==> src/rtl/tl_ul_buffer.sv <==
// TileLink-UL buffer stage: independent registered FIFOs on the A (core->fabric) and D (fabric->core) channels.
// Optional request limiter enabled by defining TL_UL_BUFFER_INFLIGHT_LIMIT_EN.

// Handshake rule for every port pair here: a beat transfers on a rising edge where valid & ready are both
// high; ready is a function of registered occupancy only, and valid never looks at the downstream ready.
module tl_ul_fifo #(
  parameter int WIDTH = 8,
  parameter int DEPTH = 2
) (
  input  logic             clock,
  input  logic             reset_n,
  input  logic             in_valid,
  output logic             in_ready,
  input  logic [WIDTH-1:0] in_data,
  output logic             out_valid,
  input  logic             out_ready,
  output logic [WIDTH-1:0] out_data
);
  localparam int PW = $clog2(DEPTH);
  localparam int CW = $clog2(DEPTH) + 1;

  logic [WIDTH-1:0] mem [DEPTH];
  logic [PW-1:0]    rd_ptr;
  logic [PW-1:0]    wr_ptr;
  logic [CW-1:0]    count;
  logic             enq;
  logic             deq;

  assign in_ready  = (count != CW'(DEPTH));
  assign out_valid = (count != '0);
  assign out_data  = mem[rd_ptr];
  assign enq       = in_valid & in_ready;
  assign deq       = out_valid & out_ready;

  always_ff @(posedge clock or negedge reset_n) begin
    if (!reset_n) begin
      rd_ptr <= '0;
      wr_ptr <= '0;
      count  <= '0;
    end else begin
      if (enq) wr_ptr <= wr_ptr + PW'(1);
      if (deq) rd_ptr <= rd_ptr + PW'(1);
      if (enq && !deq)      count <= count + CW'(1);
      else if (deq && !enq) count <= count - CW'(1);
    end
  end

  // Payload storage carries no reset; stale entries are unreachable once the count is cleared.
  always_ff @(posedge clock) begin
    if (enq) mem[wr_ptr] <= in_data;
  end
endmodule

module tl_ul_buffer #(
  parameter int A_DEPTH      = 2,
  parameter int D_DEPTH      = 2,
  parameter int ADDR_W       = 32,
  parameter int DATA_W       = 32,
  parameter int SRC_W        = 2,
  parameter int MAX_INFLIGHT = 4
) (
  input  logic                clock,
  input  logic                reset_n,
  // core-side A
  input  logic                in_a_valid,
  output logic                in_a_ready,
  input  logic [2:0]          in_a_opcode,
  input  logic [2:0]          in_a_param,
  input  logic [1:0]          in_a_size,
  input  logic [SRC_W-1:0]    in_a_source,
  input  logic [ADDR_W-1:0]   in_a_address,
  input  logic [DATA_W/8-1:0] in_a_mask,
  input  logic [DATA_W-1:0]   in_a_data,
  // fabric-side A
  output logic                out_a_valid,
  input  logic                out_a_ready,
  output logic [2:0]          out_a_opcode,
  output logic [2:0]          out_a_param,
  output logic [1:0]          out_a_size,
  output logic [SRC_W-1:0]    out_a_source,
  output logic [ADDR_W-1:0]   out_a_address,
  output logic [DATA_W/8-1:0] out_a_mask,
  output logic [DATA_W-1:0]   out_a_data,
  // fabric-side D
  input  logic                out_d_valid,
  output logic                out_d_ready,
  input  logic [2:0]          out_d_opcode,
  input  logic [1:0]          out_d_param,
  input  logic [1:0]          out_d_size,
  input  logic [SRC_W-1:0]    out_d_source,
  input  logic                out_d_sink,
  input  logic                out_d_denied,
  input  logic                out_d_corrupt,
  input  logic [DATA_W-1:0]   out_d_data,
  // core-side D
  output logic                in_d_valid,
  input  logic                in_d_ready,
  output logic [2:0]          in_d_opcode,
  output logic [1:0]          in_d_param,
  output logic [1:0]          in_d_size,
  output logic [SRC_W-1:0]    in_d_source,
  output logic                in_d_sink,
  output logic                in_d_denied,
  output logic                in_d_corrupt,
  output logic [DATA_W-1:0]   in_d_data,
  output logic                idle
);
  localparam int AW = 3 + 3 + 2 + SRC_W + ADDR_W + DATA_W/8 + DATA_W;
  localparam int DW = 3 + 2 + 2 + SRC_W + 1 + 1 + 1 + DATA_W;
  localparam int IW = $clog2(MAX_INFLIGHT) + 1;

  logic [AW-1:0] a_wdata;
  logic [AW-1:0] a_rdata;
  logic [DW-1:0] d_wdata;
  logic [DW-1:0] d_rdata;
  logic          a_nonempty;
  logic          a_issue_ok;
  logic [IW-1:0] inflight;

  assign a_wdata = {in_a_opcode, in_a_param, in_a_size, in_a_source,
                    in_a_address, in_a_mask, in_a_data};
  assign {out_a_opcode, out_a_param, out_a_size, out_a_source,
          out_a_address, out_a_mask, out_a_data} = a_rdata;

  assign d_wdata = {out_d_opcode, out_d_param, out_d_size, out_d_source,
                    out_d_sink, out_d_denied, out_d_corrupt, out_d_data};
  assign {in_d_opcode, in_d_param, in_d_size, in_d_source,
          in_d_sink, in_d_denied, in_d_corrupt, in_d_data} = d_rdata;

  // The limiter gates both the visible valid and the dequeue so a stalled head is never popped.
  assign out_a_valid = a_nonempty & a_issue_ok;

  tl_ul_fifo #(.WIDTH(AW), .DEPTH(A_DEPTH)) u_a_fifo (
    .clock     (clock),
    .reset_n   (reset_n),
    .in_valid  (in_a_valid),
    .in_ready  (in_a_ready),
    .in_data   (a_wdata),
    .out_valid (a_nonempty),
    .out_ready (out_a_ready & a_issue_ok),
    .out_data  (a_rdata)
  );

  tl_ul_fifo #(.WIDTH(DW), .DEPTH(D_DEPTH)) u_d_fifo (
    .clock     (clock),
    .reset_n   (reset_n),
    .in_valid  (out_d_valid),
    .in_ready  (out_d_ready),
    .in_data   (d_wdata),
    .out_valid (in_d_valid),
    .out_ready (in_d_ready),
    .out_data  (d_rdata)
  );

`ifdef TL_UL_BUFFER_INFLIGHT_LIMIT_EN
  logic a_fire;
  logic d_fire;

  assign a_fire     = out_a_valid & out_a_ready;
  assign d_fire     = in_d_valid & in_d_ready;
  assign a_issue_ok = (inflight < IW'(MAX_INFLIGHT));

  // A response with nothing outstanding is a protocol error; hold at zero rather than wrap.
  always_ff @(posedge clock or negedge reset_n) begin
    if (!reset_n) begin
      inflight <= '0;
    end else if (a_fire && !d_fire) begin
      inflight <= inflight + IW'(1);
    end else if (d_fire && !a_fire && inflight != '0) begin
      inflight <= inflight - IW'(1);
    end
  end
`else
  assign a_issue_ok = 1'b1;
  assign inflight   = '0;
`endif

  assign idle = ~a_nonempty & ~in_d_valid & (inflight == '0);
endmodule
==> config.mk <==
export PLATFORM = sky130hd
export DESIGN_NAME = tl_ul_buffer
export DESIGN_NICKNAME = d
export VERILOG_FILES = /design/src/rtl/tl_ul_buffer.sv
export SDC_FILE = /design/constraint.sdc
export NUM_CORES = 1
export LEC_CHECK = 0
export BUFFER_PORTS_ARGS = -buffer_cell sky130_fd_sc_hd__buf_2
export CAP_MARGIN = 20
export CORE_MARGIN = 4
export CORE_UTILIZATION = 35
export CTS_CLUSTER_SIZE = 8
export DETAILED_ROUTE_END_ITERATION = 7
export HOLD_SLACK_MARGIN = 0.12
export PLACE_DENSITY_LB_ADDON = 0.08
export SETUP_SLACK_MARGIN = 0.02
export SYNTH_ARGS = -nofsm -noshare
export SYNTH_HDL_FRONTEND = slang
export SYNTH_SLANG_ARGS = --single-unit
export TNS_END_PERCENT = 30
==> constraint.sdc <==
create_clock -name clock -period 13.8 [get_ports clock]
set_input_delay 1.38 -clock clock [delete_from_list [all_inputs] [get_ports clock]]
set_output_delay 1.38 -clock clock [all_outputs]
set_load 0.01 [all_outputs]
==> impl_metrics.py, run 1 <==
metrics = {
    "clock_network": {
        "ctsRootBufferMaster": "sky130_fd_sc_hd__clkbuf_16",
        "cts.clk_slew.worst_paths_ns": 0.05,
        "clock_path_buffers": 3,
        "post_cts_hold_buffer_count": 0,
        "post_cts.repair.setup_buffers": 0,
        "cts.sinks": 252,
        "cts_tree": "built",
        "h-tree-depth": 2,
        "cts_inserted_buffers": 37,
        "post_cts_resized": 0,
        "insertion_delay_ns": 0.50,
    },
    "sta": {
        "min_period_over_period_pct": 28.4,
        "setup_slack_ns": 9.88,
        "final.setup_skew_ns": 0.0140,
        "holdWs_ns": 0.513,
        "grt_setup_unrepaired": "no",
        "max_clock_freq_mhz": 255,
        "setup_total_negative_slack_ns": 0,
        "timing.final.max_slew_violations": 0,
        "timing.final.hold_violations": 0,
        "period_minus_slack_ns": 3.92,
        "actual_transition_at_the_worst_max_transition_pin_ns": 1.06,
        "slew_headroom_pct": 29.1,
        "setup_viol_count_final": 0,
    },
    "detailed_routing": {
        "detail_route.wl_per_cell_um": 18.5,
        "drt.antenna.violating_nets": 0,
        "first_pass_iters": 4,
        "drt-initial-drc-count": 186,
        "total_vias_in_the_final_route": 4751,
        "vias_per_cell": 4.55,
        "remaining_drc_errors": 0,
        "detail_route.wirelength_mm": 19.3,
    },
    "finish": {
        "area_occupied_by_multi_input_gates_um2": 1620,
        "n_fill_cell": 2286,
        "fraction_of_layout_instances_using_a_drive_strength_above_1_pct": 60.8,
        "design.final.nets": 831,
        "finalInstanceArea_um2": 11900,
        "post_layout_nonfiller_instances": 1044,
        "seq_area_um2": 7530,
        "areaGrowthSynthToFinish_pct": 29.3,
    },
    "floorplan": {
        "initial_utilization_pct": 35.5,
        "die_area_um2": 29000,
        "core_area_um2": 26000,
        "io_pins": 255,
        "die-height_um": 170,
        "horiz_die_dim_um": 170,
        "core.rowCount": 59,
    },
    "yosys": {
        "synth_top_area_share_pct": 79.4,
        "synth.ff_latch_count": 252,
        "synth-seq-area-share_pct": 81.6,
        "syn-num-nets": 547,
        "yosysTopAreaCell": "sky130_fd_sc_hd__edfxtp_1",
        "synthTopCellsByArea": "sky130_fd_sc_hd__edfxtp_1 (79%), sky130_fd_sc_hd__mux2_2 (14%), sky130_fd_sc_hd__dfrtp_1 (2.2%)",
        "yosysUniqueCellTypes": 16,
        "post_synth.cell_area_avg_um2": 22.1,
        "synth.cell_area_um2": 9230,
        "synth-warning-count": 0,
        "synthCells": 417,
    },
    "global_route": {
        "grt_pass1_vias": 5177,
        "grt_overflow": 0,
        "antenna_found_initial": 2,
        "first_pass_grt_wire_length_mm": 28.5,
        "maximum_number_of_pins_on_one_net_before_global_route_repair": 51,
        "globalRouteTotalUtil_pct": 12.8,
    },
    "critical_path": {
        "worstSetupEndpointType": "output pin",
        "cp.required_ns": 12.42,
        "criticalPathCategory": "reg2out",
        "start_kind": "flip-flop",
        "timing.critical_path.arrival_ns": 2.54,
        "critPathMaxFanout": 48,
    },
    "run_status": {
        "run_status": "completed",
    },
    "place": {
        "post-place-ws_ns": 10.27,
        "placed_cell_area_um2": 10900,
        "gp_congestion": 0.733,
        "port-buffer-count": 254,
        "dp.final_hpwl_mm": 12.8,
        "dp_cells": 996,
    },
    "power": {
        "power_per_cell_area_nw_per_um2": 221,
        "irDropWorstVdd_v": 0.0000992,
        "leakage_nw": 4.51,
    },
    "job": {
        "maxCapViolations": 0,
    },
    "worst_hold_path": {
        "worst_hold_path_type": "reg2reg",
    },
}
[final timing paths]
path,end,cells past startpoint,start,slack [ns]
min,u_a_fifo.count[1],1,u_a_fifo.count[1],0.51
max in group asynchronous,u_a_fifo.rd_ptr,1,reset_n,12.84
min in group asynchronous,u_d_fifo.wr_ptr,1,reset_n,0.74
min reg2reg,u_a_fifo.count[1],1,u_a_fifo.count[1],0.51
max reg2reg,u_a_fifo.mem[0][1],4,u_a_fifo.count[0],11.21
max,out_a_data[1],3,u_a_fifo.rd_ptr,9.88
[kinds of logic after synthesis]
logic type	share of synthesized area, %
xor gates and xnor gates	0.949
adders and majority gates	0.271
buffers and inverters	1.15
DFF	81.6
muxes	15.3
and+or+nand+nor	0.773
[through the flow]
step           power, mW  util, %
2_1_floorplan       1.59        -
3_3_place_gp        1.86     41.9
3_5_place_dp        1.87     41.9
4_1_cts             2.69     45.8
5_1_grt             2.79     45.9
6_report            2.64     45.9
[metal layers]
metal	GRT usage [%]	routed length, um	up-vias
met2	21.5	9440	195
li1	-	-	2207
met3	6.13	2110	42
met1	14.6	7360	2303
met4	3.92	398	4
met5	0	31	-
[critical path, cell delays in order (launching register included)]
cell                      delay (ns)
sky130_fd_sc_hd__dfrtp_4        0.73
sky130_fd_sc_hd__buf_4          0.67
sky130_fd_sc_hd__mux2_2         0.44
sky130_fd_sc_hd__buf_2          0.15
[final cells by class]
class                   count  share of cell area [%]
diodes                      2                  0.0419
clock buffers              43                    8.31
clock inverters             2                   0.325
inverters                   2                  0.0629
multi-input cells         149                    13.5
flip-flops and latches    252                    63.1
well taps                 335                    3.51
repair buffers            259                    11.1
[power by group]
part	internal, mW	switching (mW)	total [mW]
registers	1.05	0.0867	1.14
clock network	0.515	0.288	0.803
logic	0.332	0.369	0.701
total	1.90	0.743	2.64
[sequential cells by signal, indices dropped and copies added, names as in the netlist]
register         count
u_a_fifo.rd_ptr      1
u_d_fifo.wr_ptr      1
u_a_fifo.mem       156
u_d_fifo.mem        88
u_d_fifo.rd_ptr      1
u_a_fifo.count       2
u_a_fifo.wr_ptr      1
u_d_fifo.count       2
[layout by cell type, fill, tap and decap left out, drive strengths merged]
cell type  count
and3           2
clkbuf        43
diode          2
nor2           5
inv            3
buf          259
nand2b         2
xor2           4
ha             2
dfrtp          8
nand2          4
edfxtp       244
bufinv         1
or2            2
xnor2          6
mux2         122
[cells in the mapped netlist]
library cell,count
sky130_fd_sc_hd__xnor2_1,6
sky130_fd_sc_hd__and3_1,2
sky130_fd_sc_hd__nand2b_1,2
sky130_fd_sc_hd__inv_1,2
sky130_fd_sc_hd__nand2_1,4
sky130_fd_sc_hd__ha_1,2
sky130_fd_sc_hd__buf_4,4
sky130_fd_sc_hd__buf_2,7
sky130_fd_sc_hd__buf_6,3
sky130_fd_sc_hd__dfrtp_1,8
sky130_fd_sc_hd__nor2_1,5
sky130_fd_sc_hd__or2_2,2
sky130_fd_sc_hd__edfxtp_1,244
sky130_fd_sc_hd__mux2_4,10
sky130_fd_sc_hd__xor2_1,4
sky130_fd_sc_hd__mux2_2,112
(Power assumes the default switching activity.)
==> run 2, diff against run 1 <==
--- a/config.mk
+++ b/config.mk
@@ -5,6 +5,7 @@
 export SDC_FILE = /design/constraint.sdc
 export NUM_CORES = 1
 export LEC_CHECK = 0
+export ABC_AREA = 1
 export BUFFER_PORTS_ARGS = -buffer_cell sky130_fd_sc_hd__buf_2
 export CAP_MARGIN = 20
 export CORE_MARGIN = 4
==> constraint.sdc (replaced) <==
create_clock -name clock -period 3.6 [get_ports clock]
set_input_delay 0.36 -clock clock [delete_from_list [all_inputs] [get_ports clock]]
set_output_delay 0.36 -clock clock [all_outputs]
set_load 0.01 [all_outputs]
==> impl_metrics.py, run 2 <==
metrics = {
    "run_status": {
        "run_status": "completed",
    },
    "worst_hold_path": {
        "timing.hold.worst.start": "out_a_ready",
        "worst_hold_path_type": "in2reg",
        "worstHoldPathCells": 3,
        "timing.hold.worst_endpoint": "u_a_fifo.rd_ptr",
    },
    "yosys": {
        "synth_top_area_share_pct": 78.7,
        "ys_dominant_reg_cell": "sky130_fd_sc_hd__edfxtp_1",
        "async_flop_share_pct": 3.17,
        "yosysTopAreaCell": "sky130_fd_sc_hd__edfxtp_1",
        "synth-warning-count": 0,
        "yosys.cell_count.top_type": "sky130_fd_sc_hd__nand2_1",
        "synthCells": 695,
        "post_synthesis_mux_area_share_pct": 0,
        "yosysUniqueCellTypes": 15,
        "area_fraction_in_and_or_nand_and_nor_cells_after_synthesis_pct": 16.1,
        "synth-seq-area-share_pct": 80.9,
        "post_synth_fa_ha_maj_area_fraction_pct": 0.269,
        "synthTopCellsByArea": "sky130_fd_sc_hd__edfxtp_1 (79%), sky130_fd_sc_hd__nand2_1 (16%), sky130_fd_sc_hd__dfrtp_1 (2.2%)",
        "synth_edf_count": 244,
        "dominant_combinational_cell_family_by_area_after_synthesis": "simple AND/OR/NAND/NOR gates",
        "synth-xor-area-share_pct": 0.376,
        "syn-num-nets": 825,
        "netlist_top_cells_count": "sky130_fd_sc_hd__nand2_1 (386), sky130_fd_sc_hd__edfxtp_1 (244), sky130_fd_sc_hd__buf_2 (17), sky130_fd_sc_hd__inv_1 (12), sky130_fd_sc_hd__dfrtp_1 (8)",
        "synth.cell_area_um2": 9310,
        "post_synth.cell_area_avg_um2": 13.4,
        "synth.ff_latch_count": 252,
        "synth_compound_gate_area_share_pct": 0,
    },
    "power": {
        "design_power_total_mw": 10.3,
        "irDropWorstVdd_v": 0.000480,
        "netsw_mw": 3.41,
        "p_clk_share_pct": 28.1,
        "power.switching_fraction_pct": 32.9,
        "power.share.combinational_pct": 31.5,
        "leakage_nw": 5.67,
        "power.internal_mw": 6.93,
        "p_seq_share_pct": 40.4,
        "power_per_cell_area_nw_per_um2": 786,
    },
    "clock_network": {
        "insertion_delay_ns": 0.48,
        "h-tree-depth": 2,
        "cts_inserted_buffers": 37,
        "clock_path_buffers": 3,
        "cts.sinks": 252,
        "post_cts.repair.setup_buffers": 0,
        "cts_tree": "built",
        "cts.clk_slew.worst_paths_ns": 0.05,
        "ctsRootBufferMaster": "sky130_fd_sc_hd__clkbuf_16",
    },
    "critical_path": {
        "cp.required_ns": 3.24,
        "timing.reg2reg.worst_path_depth": 5,
        "criticalPathCategory": "reg2out",
        "start_kind": "flip-flop",
        "timing.critical_path.arrival_ns": 2.03,
        "worstSetupEndpointType": "output pin",
        "critPathMaxFanout": 79,
        "r2r-end": "u_d_fifo.mem[0][43]",
        "reg2reg_from": "u_d_fifo.count[0]",
        "reg2reg_slack_ns": 1.83,
    },
    "sta": {
        "period_minus_slack_ns": 2.39,
        "final.setup_skew_ns": 0.00887,
        "slew_headroom_pct": 38.5,
        "grt_setup_unrepaired": "no",
        "max_clock_freq_mhz": 418,
        "setup_viol_count_final": 0,
        "timing.final.hold_violations": 0,
        "timing.final.max_slew_violations": 0,
        "min_period_over_period_pct": 66.4,
        "actual_transition_at_the_worst_max_transition_pin_ns": 0.923,
    },
    "floorplan": {
        "core_area_um2": 26100,
        "die_area_um2": 29300,
        "io_pins": 255,
        "die-height_um": 171,
        "core.rowCount": 59,
        "initial_utilization_pct": 35.6,
        "horiz_die_dim_um": 171,
    },
    "detailed_routing": {
        "detail_route.wirelength_mm": 22.0,
        "detail_route.wl_per_cell_um": 15.3,
        "drt.antenna.violating_nets": 0,
        "drt-initial-drc-count": 270,
        "vias_per_cell": 4.32,
        "total_vias_in_the_final_route": 6203,
        "remaining_drc_errors": 0,
        "first_pass_iters": 6,
    },
    "place": {
        "gp_congestion": 0.718,
        "port-buffer-count": 254,
        "placed_cell_area_um2": 11000,
        "dp.final_hpwl_mm": 13.1,
    },
    "finish": {
        "n_fill_cell": 2318,
        "largest_register_ffs": 156,
        "layout_commonest_cell": "sky130_fd_sc_hd__nand2_1",
        "largest_registers": "u_a_fifo.mem: 156 flops, u_d_fifo.mem: 88 flops",
        "utilization_pct": 50.3,
        "design.final.nets": 1223,
        "seq_area_um2": 7530,
        "regMostFlops": "u_a_fifo.mem",
        "areaGrowthSynthToFinish_pct": 41.4,
        "mostFrequentLayoutCells": "sky130_fd_sc_hd__nand2_1 (386), sky130_fd_sc_hd__buf_2 (254), sky130_fd_sc_hd__edfxtp_1 (244)",
        "area_occupied_by_multi_input_gates_um2": 1590,
        "finalInstanceArea_um2": 13200,
        "fraction_of_layout_instances_using_a_drive_strength_above_1_pct": 27.8,
    },
    "global_route": {
        "globalRouteTotalUtil_pct": 14.5,
        "maximum_number_of_pins_on_one_net_before_global_route_repair": 80,
        "grt_overflow": 0,
        "first_pass_grt_wire_length_mm": 33.2,
        "grt_pass1_vias": 6124,
        "antenna_found_initial": 2,
    },
    "job": {
        "maxCapViolations": 0,
    },
}
==> run 2: changes by cell type in the layout (fill, tap and decap cells not counted), sizes merged, moves of 2 or more <==
cell,previous run,this run
nand2,4,386
dlygate4sd3,0,124
mux2,122,0
inv,3,14
nand3,0,4
xnor2,6,2
and3,2,0
buf,259,261
nand2b,2,0
nand4,0,2
or2,2,0
xor2,4,2
==> run 2: power groups by stage <==
| stage | clock network [mW] | logic, mW | registers (mW) |
|---|---|---|---|
| floorplan | 0 | 1.88 | 4.26 |
| finish | 2.91 | 3.26 | 4.17 |
| global placement | 0 | 3.27 | 4.22 |
| detailed placement | 0 | 3.26 | 4.23 |
| CTS | 3.01 | 3.38 | 4.18 |
| global route | 3.14 | 3.69 | 4.22 |
==> run 2: kinds of logic after synthesis <==
| group | count (synthesis) |
|---|---|
| adders and majority gates | 2 |
| buffers and inverters | 40 |
| and+or+nand+nor | 397 |
| xor gates and xnor gates | 4 |
| DFF | 252 |
==> run 2: worst max-delay path, cell delays in order, from the launching register on <==
cell and delay (ns):
sky130_fd_sc_hd__dfrtp_2 0.41, sky130_fd_sc_hd__inv_4 0.62, sky130_fd_sc_hd__nand2_1 0.24, sky130_fd_sc_hd__nand2_1 0.12, sky130_fd_sc_hd__buf_2 0.13
==> run 2: stage by stage <==
| step | hold WS [ns] | TNS [ns] | setup WS, ns | cells |
|---|---|---|---|---|
| after detailed placement | 0.223 | 0 | 1.64 | 1265 |
| after floorplan | 0.0644 | -131.42 | -0.842 | 695 |
| final | 0.143 | 0 | 1.21 | 1435 |
| after CTS | 0.122 | 0 | 1.11 | 1434 |
| after global routing | 0.150 | 0 | 1.03 | 1435 |
| after global placement | 0.224 | 0 | 1.63 | 1265 |
==> run 2: worst max-delay path by stage <==
stage	start	endpoint	slack, ns	cells after the start
2_1_floorplan	u_a_fifo.count[0]	u_a_fifo.mem[0][0]	-0.84	4
3_3_place_gp	u_a_fifo.rd_ptr	out_a_address[23]	1.63	4
3_5_place_dp	u_a_fifo.rd_ptr	out_a_address[23]	1.64	4
4_1_cts	u_a_fifo.rd_ptr	out_a_address[23]	1.11	4
5_1_grt	u_a_fifo.rd_ptr	out_a_address[23]	1.03	4
6_report	u_a_fifo.rd_ptr	out_a_address[23]	1.21	4
==> run 2: layout make-up <==
cell class / count / share of cell area [%]
Antenna cell: 1 / 0.0190
Timing Repair Buffer: 385 / 19.8
Multi-Input combinational cell: 403 / 12.1
Clock buffer: 44 / 7.24
Sequential cell: 252 / 57.2
Inverter: 14 / 0.418
Tap cell: 335 / 3.19
Clock inverter: 1 / 0.0380
==> run 2: timing repair <==
item	4_1_cts	5_1_grt
hold buffers	124	0
hold endpoints to repair	253	0
resized for setup	0	0
==> run 2: layer usage <==
layer	vias up	track usage [%]	share of wire, %	routed length, um
li1	3120	-	-	-
met1	2837	18.4	42	9330
met2	204	23.6	47	10300
met3	40	5.06	8.4	1850
met4	2	4.68	2.3	502
met5	-	0	0.059	13
